`config.mk`:
```
export PLATFORM = sky130hd
export DESIGN_NAME = minibyte_bus_responder
export DESIGN_NICKNAME = d
export VERILOG_FILES = /design/src/rtl/minibyte_bus_responder.sv
export SDC_FILE = /design/constraint.sdc
export NUM_CORES = 1
export LEC_CHECK = 0
export ABC_AREA = 1
export CAP_MARGIN = 10
export CORE_MARGIN = 2
export CORE_UTILIZATION = 30
export DETAILED_ROUTE_END_ITERATION = 6
export PLACE_DENSITY = 0.48
export SLEW_MARGIN = 20
export SYNTH_ARGS = -nofsm -noshare
export SYNTH_HDL_FRONTEND = slang
export SYNTH_SLANG_ARGS = --single-unit
```
`constraint.sdc`:
```
create_clock -name clk_in -period 2.01 [get_ports clk_in]
set_input_delay 0.3015 -clock clk_in [delete_from_list [all_inputs] [get_ports clk_in]]
set_output_delay 0.3015 -clock clk_in [all_outputs]
set_load 0.005 [all_outputs]
```
`src/rtl/minibyte_bus_responder.sv`:
```
// minibyte_bus_responder: memory/IO target for the minibyte CPU external bus.
// Provides a small RAM plus four memory-mapped IO registers (GPIO out, synchronized
// GPIO in, a free-running cycle counter and a sticky contention status), and runs a
// turnaround state machine that decides when the responder may drive the shared
// data path after the CPU has released it.

module minibyte_bus_responder #(
    parameter int RAM_DEPTH   = 64,
    parameter int TURN_CYCLES = 1
) (
    input  logic       clk_in,
    input  logic       rst_in,
    input  logic [6:0] addr_in,
    input  logic [7:0] data_in,
    input  logic       we_in,
    input  logic       cpu_drive_in,
    input  logic [7:0] gpio_in,
    output logic [7:0] data_out,
    output logic       drive_out,
    output logic [7:0] gpio_out,
    output logic       contention_out
);

    // Fixed IO register addresses at the top of the 7-bit map.
    localparam logic [6:0] ADDR_GPIO_OUT = 7'h7C;
    localparam logic [6:0] ADDR_GPIO_IN  = 7'h7D;
    localparam logic [6:0] ADDR_CYCLE    = 7'h7E;
    localparam logic [6:0] ADDR_STATUS   = 7'h7F;

    // RAM storage is rounded up to a power of two so the low address bits index it
    // directly; the range check against RAM_LIMIT keeps the extra slots unreachable.
    localparam int         RAM_AW    = (RAM_DEPTH > 1) ? $clog2(RAM_DEPTH) : 1;
    localparam int         RAM_SLOTS = 1 << RAM_AW;
    localparam logic [6:0] RAM_LIMIT = 7'(RAM_DEPTH);

    // Turn counter starts at TURN_CYCLES-1 and counts down to zero in TURN.
    localparam logic [1:0] TURN_LOAD = 2'(TURN_CYCLES - 1);

    typedef enum logic [1:0] {
        IDLE  = 2'd0,
        TURN  = 2'd1,
        DRIVE = 2'd2
    } bus_state_t;

    bus_state_t        state;
    bus_state_t        next_state;
    logic [1:0]        turn_cnt;
    logic [1:0]        next_turn_cnt;
    logic              bus_quiet;

    logic [7:0]        mem [RAM_SLOTS];
    logic [RAM_AW-1:0] ram_idx;
    logic              ram_hit;

    logic [7:0]        cycle_cnt;
    logic [7:0]        gpio_sync1;
    logic [7:0]        gpio_sync2;
    logic [7:0]        read_data;
    logic              set_req;
    logic              clear_req;

    // The bus is quiet when the CPU neither drives the data path nor writes.
    assign bus_quiet = !cpu_drive_in && !we_in;

    assign ram_idx = addr_in[RAM_AW-1:0];
    assign ram_hit = (addr_in < RAM_LIMIT);

    // Both drivers enabled at once is contention; a STATUS write with bit0 set asks to clear it.
    assign set_req   = drive_out && cpu_drive_in;
    assign clear_req = we_in && (addr_in == ADDR_STATUS) && data_in[0];

    // Turnaround state register together with its dead-cycle counter.
    always_ff @(posedge clk_in) begin
        if (!rst_in) begin
            state    <= IDLE;
            turn_cnt <= 2'd0;
        end else begin
            state    <= next_state;
            turn_cnt <= next_turn_cnt;
        end
    end

    // Next-state logic: any CPU activity sends us back to IDLE; a quiet bus walks IDLE->TURN->DRIVE.
    always_comb begin
        next_state    = state;
        next_turn_cnt = turn_cnt;
        case (state)
            IDLE: begin
                if (bus_quiet) begin
                    next_state    = TURN;
                    next_turn_cnt = TURN_LOAD;
                end
            end
            TURN: begin
                if (!bus_quiet) begin
                    next_state = IDLE;
                end else if (turn_cnt == 2'd0) begin
                    next_state = DRIVE;
                end else begin
                    next_turn_cnt = turn_cnt - 2'd1;
                end
            end
            DRIVE: begin
                if (!bus_quiet) begin
                    next_state = IDLE;
                end
            end
            default: begin
                next_state = IDLE;
            end
        endcase
    end

    // Output enable comes straight from the state register, so it is glitch-free.
    always_comb begin
        drive_out = (state == DRIVE);
    end

    // RAM write port; RAM is never cleared and writes are suppressed in a reset cycle.
    always_ff @(posedge clk_in) begin
        if (rst_in && we_in && ram_hit) begin
            mem[ram_idx] <= data_in;
        end
    end

    // GPIO output register, written through address 0x7C.
    always_ff @(posedge clk_in) begin
        if (!rst_in) begin
            gpio_out <= 8'h00;
        end else if (we_in && (addr_in == ADDR_GPIO_OUT)) begin
            gpio_out <= data_in;
        end
    end

    // Two-flop synchronizer for the asynchronous GPIO inputs.
    always_ff @(posedge clk_in) begin
        if (!rst_in) begin
            gpio_sync1 <= 8'h00;
            gpio_sync2 <= 8'h00;
        end else begin
            gpio_sync1 <= gpio_in;
            gpio_sync2 <= gpio_sync1;
        end
    end

    // Free-running cycle counter that wraps naturally from 0xFF to 0x00.
    always_ff @(posedge clk_in) begin
        if (!rst_in) begin
            cycle_cnt <= 8'h00;
        end else begin
            cycle_cnt <= cycle_cnt + 8'd1;
        end
    end

    // Sticky contention flag; a new contention event beats a simultaneous clear.
    always_ff @(posedge clk_in) begin
        if (!rst_in) begin
            contention_out <= 1'b0;
        end else if (set_req) begin
            contention_out <= 1'b1;
        end else if (clear_req) begin
            contention_out <= 1'b0;
        end
    end

    // Address decode for reads; unmapped locations read as zero.
    always_comb begin
        read_data = 8'h00;
        if (ram_hit) begin
            read_data = mem[ram_idx];
        end else begin
            case (addr_in)
                ADDR_GPIO_OUT: read_data = gpio_out;
                ADDR_GPIO_IN:  read_data = gpio_sync2;
                ADDR_CYCLE:    read_data = cycle_cnt;
                ADDR_STATUS:   read_data = {7'b0, contention_out};
                default:       read_data = 8'h00;
            endcase
        end
    end

    // Read data register: captures the addressed value on read cycles and holds during writes.
    always_ff @(posedge clk_in) begin
        if (!rst_in) begin
            data_out <= 8'h00;
        end else if (!we_in) begin
            data_out <= read_data;
        end
    end

endmodule

```
==> flow_summary.toml, run 1 <==
[floorplanning]
start_util_pct = 30.4
core_area_sq_um = 76100
std_cell_rows = 101
io_pins = 45
fp.dieArea_sq_um = 79300
fp.dieW_um = 282
dieHeight_um = 282

[setup_path]
critPathRequiredTime_ns = 1.71
worstSetupStartpoint = "contention_out"
critPathTopFamily = "buffers and inverters"
crit_type = "reg -> out"
end_kind = "output port"
rr_startpoint = "mem[60][7]"
arrival_ns = 1.59
start_kind = "flop"
cpMaxStageDelayCell = "clkdlybuf4s50_1"
path_max_fanout = 3
cp_cell_sequence = "clkdlybuf4s50_1"
max_stage_delay_ns = 0.55
path_buf_inv = 1

[global_routing]
grt_start_max_net_pins = 74
grt_pass1_vias = 15922
antenna_found_initial = 0
grt_first_pass_wirelength_mm = 99.2
track_usage_pct = 16.7
overflow = 0

[layout]
area_growth_pct = 20.2
drive_gt1_share_pct = 11.8
fin_util_pct = 36.5
instances_no_fill = 3490
nets = 2443

[clocking]
clkTransAtPathRegs_ns = 0.06
clock_sinks = 557
cts_root_buf = "clkbuf_16"
htreeDepth = 2
cts_buffers = 59
post-cts-setup-buffers = 0
cts_tree = "built"
cts.hold.buffers_added = 0
max-clock-path-buffers = 3
insertion_delay_ns = 0.63

[sta]
max_slew_margin_pct = 52.7
timing.fmax_mhz = 528
setup_viol = 0
fin_ws_ns = 0.117
slew_violations = 0
skew_ns = 0.0307
hold_violations = 0
period_needed_ns = 1.89
fin_crit_sh_pct = 94.2
rsz0062_at_grt = "false"
tightest_slew_ns = 0.709

[route]
drt_iter0_drc = 1277
wl_mm = 65.5
routedWlPerCell_um = 18.8
drc = 0
detailroute.via_count = 15984
ant_nets = 0
drtPass1Iterations = 5
vias_per_cell = 4.58

[yosys]
synth-edff-count = 512
yosys_warnings = 0
synthArstFlopShare_pct = 0
synth_seq_area_share_pct = 70.4
synthCells = 2229
ys.flop_type = "edfxtp_1"
avgSynthCellArea_sq_um = 10.4
synth-seq-cells = 557
synth_nets = 2258
syn_area_sq_um = 23100
synth_cell_types = 32

[placed_design]
place_hpwl_mm = 42.7
place_worst_setup_slack_ns = -0.352
portBuffers = 44
routabilityCongestion = 0.840
dp.cells = 3383

[job]
maxCapViolations = 0

[hold_path]
hp-class = "in -> reg"
worstHoldStart = "data_in[6]"

[run_status]
run_status = "complete, no violations"

[pwr]
p_leak_nw = 11.1
power_density_nw_per_um2 = 880
power.total_mw = 24.4
vdd_ir_drop_max_uv = 618
layout make-up:
| class | instances | area, sq um |
|---|---|---|
| fillers | 7632 | 48300 |
| flip-flops and latches | 557 | 16300 |
| multi-input cells | 1510 | 6070 |
| repair buffers | 226 | 2160 |
| clock buffers | 78 | 1590 |
| well taps | 1030 | 1290 |
| inverters | 60 | 231 |
| clock inverters | 28 | 170 |
| diodes | 1 | 2.50 |
state kept, by name, summed over array words and instances, names as in the netlist:
signal / flops
mem: 512
cycle_cnt: 8
data_out: 8
gpio_out: 8
gpio_sync1: 8
gpio_sync2: 8
state: 2
turn_cnt: 2
contention_out: 1
cells in the mapped netlist, types with 4 or more instances:
master | number | area [sq um]
o221ai_1 | 5 | 43.8
nand2_1 | 1207 | 4530
o21ai_0 | 20 | 100
inv_2 | 7 | 26.3
nor3_1 | 5 | 25.0
inv_1 | 50 | 188
nand3b_1 | 4 | 30.0
nand4_1 | 26 | 163
nand3_1 | 84 | 420
buf_2 | 56 | 280
clkbuf_1 | 16 | 60.1
nor2_1 | 100 | 375
buf_6 | 7 | 78.8
a21oi_1 | 32 | 160
dfxtp_1 | 45 | 901
buf_1 | 6 | 22.5
nor2_2 | 4 | 25.0
buf_4 | 17 | 128
edfxtp_1 | 512 | 15400
what timing repair did:
item,4_1_cts,5_1_grt
setup endpoints to repair,1,1
pin swaps,0,0
gates cloned,0,0
gates resized for setup,3,1
final timing paths:
path	depth (start not counted)	slack [ns]	to
worst max-delay path	1	0.12	contention_out
worst min-delay path	1	0.09	mem[23][6]
worst max register to register	12	0.47	data_out[7]
worst min register to register	2	0.41	gpio_sync2[6]
logic make-up after synthesis:
logic type,synth area share (%)
adder cells (fa/ha/maj),0.108
buffers and inverters,3.44
AND/OR/NAND/NOR,24.4
AO/OA/AOI/OAI,1.63
flip-flops,70.4
metal layers:
| layer | GRT usage (%) | vias up | routed length [um] |
|---|---|---|---|
| li1 | - | 7743 | - |
| met1 | 23.4 | 7763 | 30100 |
| met2 | 26.9 | 385 | 30400 |
| met3 | 2.65 | 93 | 3490 |
| met4 | 4.42 | 0 | 1520 |
| met5 | 0 | - | 0 |
through the flow:
stage	cell area [sq um]	hold WS [ns]	setup TNS (ns)
after floorplan	23100	0.390	0
after global placement	26000	0.405	-117.23
after CTS	27800	0.0433	0
final	27800	0.0921	0
after detailed placement	26000	0.401	-133.85
after global routing	27800	0.0765	0
layout by cell type (no fill, tap or decap), types with 2 or more instances in the layout:
cell type        instances
clkbuf_1                17
a31oi_1                  3
clkbuf_16               61
dfxtp_1                 44
o221ai_1                 5
nand3b_1                 4
buf_4                  151
o22ai_1                  2
nand2_1               1207
nor2_1                  98
edfxtp_1               512
nand2_2                  2
inv_1                   50
nor3_1                   5
o21ai_0                 20
a211oi_1                 2
buf_12                  32
nor2_2                   5
nor4_1                   3
clkdlybuf4s50_1         32
nand3_1                 84
clkinvlp_4               3
a21oi_1                 32
ha_1                     2
nand4_1                 26
clkinv_1                17
o21ai_1                  2
nor2_4                   4
buf_2                    9
inv_2                    5
clkinv_2                10
where the power goes:
part	total (mW)	internal, mW	switching, mW	leakage [nW]
logic	1.64	0.509	1.13	5.23
clock network	10.1	5.65	4.43	0.853
registers	12.7	12.7	0.0253	4.97
total	24.4	18.8	5.59	11.1
(Power assumes the default switching activity.)
==> run 2, diff against run 1 <==
--- a/config.mk
+++ b/config.mk
@@ -11,6 +11,7 @@
 export CORE_UTILIZATION = 30
 export DETAILED_ROUTE_END_ITERATION = 6
 export PLACE_DENSITY = 0.48
+export SKIP_CTS_REPAIR_TIMING = 1
 export SLEW_MARGIN = 20
 export SYNTH_ARGS = -nofsm -noshare
 export SYNTH_HDL_FRONTEND = slang
==> flow_summary.toml, run 2 (same netlist as run 1, synthesis figures left out) <==
[run_status]
run_status = "complete, no violations"

[sta]
max_slew_margin_pct = 52.2
period_needed_ns = 1.89
whs_ns = 0.0918
fin_ws_ns = 0.120
skew_ns = 0.0302
setup_viol = 0
tightest_slew_ns = 0.717
slew_violations = 0
timing.fmax_mhz = 529
fin_crit_sh_pct = 94.0
hold_violations = 0
rsz0062_at_grt = "false"
final.setup.tns_ns = 0

[pwr]
power.total_mw = 24.4
power_density_nw_per_um2 = 880
vdd_ir_drop_max_uv = 619
p_leak_nw = 11.1

[clocking]
max-clock-path-buffers = 3
clkTransAtPathRegs_ns = 0.06
cts_buffers = 59
cts_tree = "built"
htreeDepth = 2
clock_sinks = 557
insertion_delay_ns = 0.63
cts_root_buf = "clkbuf_16"

[floorplanning]
io_pins = 45
core_area_sq_um = 76100
fp.dieW_um = 282
dieHeight_um = 282
std_cell_rows = 101
start_util_pct = 30.4
fp.dieArea_sq_um = 79300

[setup_path]
path_max_fanout = 3
worstSetupStartpoint = "contention_out"
critPathRequiredTime_ns = 1.71
end_kind = "output port"
cp_cell_sequence = "clkdlybuf4s50_1"
path_buf_inv = 1
rr_startpoint = "mem[50][5]"
start_kind = "flop"
crit_type = "reg -> out"
critPathTopFamily = "buffers and inverters"
arrival_ns = 1.59
cp.depth = 1
crit_end = "contention_out"
ff2ff_setup_slack_ns = 0.46
rr_endpoint = "data_out[5]"
rr_worst_depth = 10
cpMaxStageDelayCell = "clkdlybuf4s50_1"
max_stage_delay_ns = 0.55

[placed_design]
routabilityCongestion = 0.840
place_worst_setup_slack_ns = -0.352
portBuffers = 44
place_hpwl_mm = 42.7
place_area_sq_um = 26000
dp.cells = 3383

[layout]
top_register = "mem"
postLayoutCellArea_sq_um = 27800
instances_no_fill = 3490
nets = 2443
drive_gt1_share_pct = 11.7
layout_common_cells = "1207 x nand2_1, 512 x edfxtp_1, 151 x buf_4"
fin_util_pct = 36.5
area_growth_pct = 20.2
largest_reg_flops = 512
mostFrequentLayoutCell = "nand2_1"

[route]
vias_per_cell = 4.56
drt_iter0_drc = 1326
routedWlPerCell_um = 18.8
wl_mm = 65.5
detailroute.via_count = 15928
ant_nets = 0
drtPass1Iterations = 7
drc = 0

[global_routing]
grt_first_pass_wirelength_mm = 99.2
track_usage_pct = 16.7
antenna_found_initial = 0
grt_start_max_net_pins = 74
overflow = 0
grt_pass1_vias = 15911

[job]
maxCapViolations = 0

[hold_path]
hp-class = "in -> reg"
run 2: cell counts in the layout (fill, tap and decap cells not counted):
No cell type changed its count.
run 2: power breakdown:
| part | leakage [nW] | internal [mW] | switching (mW) |
|---|---|---|---|
| sequential | 4.97 | 12.7 | 0.0254 |
| clock | 0.853 | 5.65 | 4.44 |
| combinational | 5.23 | 0.509 | 1.13 |
run 2: layout make-up:
| class | instances | area (sq um) |
|---|---|---|
| clock inverters | 28 | 170 |
| clock buffers | 78 | 1590 |
| inverters | 60 | 231 |
| fillers | 7631 | 48300 |
| diodes | 1 | 2.50 |
| repair buffers | 226 | 2160 |
| well taps | 1030 | 1290 |
| multi-input cells | 1510 | 6070 |
| flip-flops and latches | 557 | 16300 |
run 2: how the worst min path moves through the flow:
stage / from / to / slack (ns) / cells past startpoint
floorplan: gpio_sync1[0] / gpio_sync2[0] / 0.39 / 2
global placement: gpio_sync1[5] / gpio_sync2[5] / 0.41 / 2
detailed placement: gpio_sync1[6] / gpio_sync2[6] / 0.40 / 2
CTS: data_in[6] / mem[19][6] / 0.04 / 1
global route: data_in[6] / mem[23][6] / 0.08 / 1
finish: data_in[6] / mem[23][6] / 0.09 / 1
run 2: layer usage:
metal	global-route usage [%]	wire length, um	part of all wire [%]	up-vias
met5	0	0	0	-
li1	-	-	-	7741
met3	2.65	3290	5.0	91
met2	26.9	30400	46	362
met4	4.42	1520	2.3	0
met1	23.4	30300	46	7734
